### src/rtl/memory_arbiter.sv
// memory_arbiter: one-at-a-time arbiter putting icache/dcache traffic onto a shared RAM port
// Ports: CLK/RST (sync active-high); icache iREN/iaddr -> iwait/iload; dcache dREN/dWEN/daddr/dstore -> dwait/dload;
// RAM side ramREN/ramWEN/ramaddr/ramstore/ramerr out, ramload/ramstate in (00 FREE, 01 BUSY, 10 ACCESS, 11 ERROR).
// Optional MEMARB_STARVE_GUARD_EN: after STARVE_LIMIT dcache grants with iREN pending, the icache is served first.
module memory_arbiter #(
  parameter int ADDR_W = 32,
`ifdef MEMARB_STARVE_GUARD_EN
  parameter int STARVE_LIMIT = 4,
`endif
  parameter int DATA_W = 32
) (
  input  logic              CLK,
  input  logic              RST,
  input  logic              iREN,
  input  logic [ADDR_W-1:0] iaddr,
  output logic              iwait,
  output logic [DATA_W-1:0] iload,
  input  logic              dREN,
  input  logic              dWEN,
  input  logic [ADDR_W-1:0] daddr,
  input  logic [DATA_W-1:0] dstore,
  output logic              dwait,
  output logic [DATA_W-1:0] dload,
  output logic              ramREN,
  output logic              ramWEN,
  output logic [ADDR_W-1:0] ramaddr,
  output logic [DATA_W-1:0] ramstore,
  input  logic [DATA_W-1:0] ramload,
  input  logic [1:0]        ramstate,
  output logic              ramerr
);
  typedef enum logic [1:0] {IDLE, IACC, DRD, DWR} state_t;
  state_t state_q, state_d;
  logic req, done, icmp, dcmp, starve;
  // req is the owner still asserting its own request; losing it means abort
  assign req  = state_q == IACC ? iREN : state_q == DRD ? dREN : state_q == DWR ? dWEN : 1'b0;
  assign done = req && ramstate == 2'b10;
  assign icmp = done && state_q == IACC;
  assign dcmp = done && state_q != IACC;
  assign iwait = !icmp;
  assign dwait = !dcmp;
  assign iload = ramload;
  assign dload = ramload;
  assign ramREN = state_q == IACC || state_q == DRD;
  assign ramWEN = state_q == DWR;
  assign ramaddr = state_q == IACC ? iaddr : state_q == IDLE ? '0 : daddr;
  assign ramstore = state_q == DWR ? dstore : '0;
  assign ramerr = state_q != IDLE && ramstate == 2'b11;
`ifdef MEMARB_STARVE_GUARD_EN
  localparam int CW = $clog2(STARVE_LIMIT + 1);
  logic [CW-1:0] cnt_q, cnt_d;
  assign starve = iREN && cnt_q == CW'(STARVE_LIMIT);
  always_comb
    cnt_d = (state_q == IDLE && !iREN) || icmp ? '0 :
            dcmp && iREN && cnt_q != CW'(STARVE_LIMIT) ? cnt_q + 1'b1 : cnt_q;
  always_ff @(posedge CLK)
    cnt_q <= RST ? '0 : cnt_d;
`else
  assign starve = 1'b0;
`endif
  always_comb
    state_d = state_q == IDLE ? (starve ? IACC : dWEN ? DWR : dREN ? DRD : iREN ? IACC : IDLE) :
              !req || done ? IDLE : state_q;
  always_ff @(posedge CLK)
    state_q <= RST ? IDLE : state_d;
endmodule
### config.mk
export PLATFORM = sky130hd
export DESIGN_NAME = memory_arbiter
export DESIGN_NICKNAME = d
export VERILOG_FILES = /design/src/rtl/memory_arbiter.sv
export SDC_FILE = /design/constraint.sdc
export NUM_CORES = 1
export LEC_CHECK = 0
export BUFFER_PORTS_ARGS = -buffer_cell sky130_fd_sc_hd__buf_2
export CAP_MARGIN = 25
export CORE_AREA = 2 2 105 107
export DETAILED_ROUTE_END_ITERATION = 12
export DIE_AREA = 0 0 107 109
export GPL_TIMING_DRIVEN = 0
export HOLD_SLACK_MARGIN = 0.1
export PLACE_DENSITY_LB_ADDON = 0.1
export RECOVER_POWER = 25
export SKIP_LAST_GASP = 1
export SLEW_MARGIN = 20
export SYNTH_ARGS = -nofsm -noshare
export SYNTH_HDL_FRONTEND = slang
export SYNTH_SLANG_ARGS = --single-unit
### constraint.sdc
create_clock -name CLK -period 2.1 [get_ports CLK]
set_input_delay 0.315 -clock CLK [delete_from_list [all_inputs] [get_ports CLK]]
set_output_delay 0.315 -clock CLK [all_outputs]
set_load 0.005 [all_outputs]
==> summary.txt <==
Outcome
  – Status: finished, final reports clean

Power
  – Clock share of power: 19.3%
  – Pint: about 0.52 mW
  – Seq pwr share: around 6.0%
  – Psw: 0.269 mW
  – Total power: just under 0.8 mW
  – Worst VDD drop: between 0.09 and 0.1 mV
  – Switching Fraction: approximately a third
  – Lkg Pwr: about 1.7 nW
  – Combinational share of power: between 70 and 80%
  – Power Density: about 300 nW/um2

Drt
  – M1 WL: roughly 1700 um
  – Met2 wire len: between 3000 and 4000 um
  – WL/cell: approximately 11 um
  – WL final: approximately 5700 um
  – Wire length on met3: 697 um
  – Final antenna-violating net count: 0
  – DRC Markers: 0
  – Vias: roughly 1900
  – Post-DR vias/cell: between 3 and 4
  – Top Layer Used: met4
  – Initial drt markers: between 40 and 50
  – DRT Pass-1 Iters: 3

STA
  – Slew Viols, Final: 0
  – Normalized max-slew margin: just over 80%
  – Tmin final: ~1.9 ns
  – Hold Fails Final Rpt: 0
  – Setup TNS: 0 ns
  – Fmax achieved: 515 MHz
  – Final clock skew: between 0.002 and 0.0025 ns
  – Worst hold slack: approximately 0.39 ns
  – Slew @ Worst Pin: between 0.2 and 0.3 ns
  – RSZ-0062 raised after global routing: no
  – Tcrit/Tclk final: 92.4%
  – Final WS setup: between 0.15 and 0.2 ns
  – Final setup vio count: 0

Worst setup path
  – CP arrival: around 1.6 ns
  – Startpoint types: register
  – Critical path class: reg2out
  – Crit end category: output port
  – R2R depth: 6
  – Worst R2R End: state_q[0]$_SDFFE_PP0P_
  – Critical Path RT: around 1.8 ns
  – Register-to-register setup slack: roughly 0.68 ns
  – Max FO, Critical Path: 10
  – Worst r2r src: state_q[1]$_SDFFE_PP0P_

Job
  – # Max-Cap Violations: 0

Clock tree
  – CTS tree: built
  – Clock Path Buffers: 2
  – Reg clk slew, reported paths: around 0.030 ns
  – Setup bufs post-CTS: 0
  – H-tree depth: 1
  – Num CTS Buffers: 3
  – CTS sink cnt: 2
  – Post-CTS Hold Buffers: 0
  – CTS resizes: 1
  – Clock Tree Root: clkbuf_8
  – Latest clock arrival within the worst-skew pair: between 0.2 and 0.25 ns

Place
  – DP Worst Slack: 0.165 ns
  – GP Congestion: between 0.6 and 0.7
  – # port buffers: 235
  – Hpwl dp: 5260 um

Yosys
  – Number of library cell types mapped by synthesis: 17
  – Synthesized cell area: about 1200 um2
  – Seq/Total Area, Yosys: about 3.3%
  – Yosys reg bits: 2
  – Avg Cell Area, Syn: about 7.4 um2
  – Mapped Cells: about 170
  – Net Count, Synth: just over 300
  – Yosys synthesis warning count: 0

Die
  – Ports: 268
  – Total core area: 10600 um2
  – Chip width: approximately 110 um
  – Row count: 38
  – Full die area: 11700 um2
  – Starting Density: between 10% and 20%
  – Die height: about 110 um

Final layout
  – Area delta synth->final: 114%
  – Share of cells above drive strength 1: roughly 77%
  – Fillcell total: 1222
  – Largest Register: state_q
  – Ant. Diodes: 0
  – Leading cell type in the layout, fill and taps excluded: buf_2
  – Regs by FF count: state_q x2
  – Post-Route Utilization: about a quarter
  – Most frequent cells in the layout: 239 x buf_2, 34 x buf_4, 33 x clkbuf_4
  – Final net count: between 500 and 600
  – Max reg flops: 2

Worst hold path
  – Min-Delay Path Depth: 3
  – Worst hold-check path type: in2reg
  – Hold Startpoint: dWEN
  – Hold EP: state_q[1]$_SDFFE_PP0P_

Global route
  – Largest net degree at the start of global routing: 11
  – Global-route wire length before repair: roughly 7900 um
  – Antenna violations before repair: 0
  – Vias in the first global route: around 1700
  – GRT overflow: 0
  – Total track usage: approximately 8.5%
power groups by stage:
| stage | clock (mW) | sequential, mW | combinational [mW] |
|---|---|---|---|
| global placement | 0 | 0.0476 | 0.605 |
| finish | 0.152 | 0.0470 | 0.588 |
| floorplan | 0 | 0.0464 | 0.302 |
| global route | 0.164 | 0.0475 | 0.654 |
| CTS | 0.160 | 0.0471 | 0.604 |
| detailed placement | 0 | 0.0476 | 0.600 |
per-layer routing:
layer  track usage, %  vias up
met4             2.23        0
li1                 -      979
met1             7.36      816
met5                0        -
met3             2.81        2
met2             18.2      124
synth_stat cells (all sizes together):
library cell	n	area (um2)
nand2b	2	12.5
nand2	4	15.0
nor2	3	11.3
o31ai	2	15.0
inv	3	11.3
a221oi	1	15.0
dfxtp	2	40.0
a22o	31	272
buf	71	523
o21ai	4	20.0
ha	4	50.1
and2	32	200
nor2b	3	18.8
nand4b	1	8.76
clkbuf	3	11.3
or3	1	6.26
critical path: stages, from the launching register on:
cell and delay (ns):
dfxtp_1 0.36, inv_1 0.08, ha_1 0.22, buf_2 0.20
buf_2 0.20, a22o_1 0.23, buf_2 0.13
cell families after synthesis:
group           count (synthesis)  synth area share, %
flops                           2                 3.26
fa+ha+maj                       4                 4.07
simple gates                   46                 22.2
buf+inv                        77                 44.4
compound gates                 38                 26.1
worst max path at each step:
| stage | start | depth (start not counted) | end |
|---|---|---|---|
| 2_1_floorplan | state_q[0]$_SDFFE_PP0P_ | 5 | dwait |
| 3_3_place_gp | state_q[0]$_SDFFE_PP0P_ | 6 | ramaddr[22] |
| 3_5_place_dp | state_q[0]$_SDFFE_PP0P_ | 6 | ramaddr[29] |
| 4_1_cts | state_q[0]$_SDFFE_PP0P_ | 6 | ramaddr[29] |
| 5_1_grt | state_q[0]$_SDFFE_PP0P_ | 6 | ramaddr[29] |
| 6_report | state_q[1]$_SDFFE_PP0P_ | 6 | ramaddr[22] |
cell type report:
class | count | area, um2 | share of cell area (%)
clock buffers | 3 | 41.3 | 1.57
well taps | 140 | 175 | 6.66
inverters | 3 | 11.3 | 0.428
plain buffers | 74 | 534 | 20.3
repair buffers | 235 | 1180 | 44.7
multi-input cells | 88 | 652 | 24.8
flip-flops and latches | 2 | 40.0 | 1.52
metrics by stage:
stage	instance area, um2	std cells
5_1_grt	2630	545
4_1_cts	2630	545
3_5_place_dp	2580	542
6_report	2630	545
2_1_floorplan	1230	167
3_3_place_gp	2580	542
No activity file was read; power rests on OpenSTA's default activity.
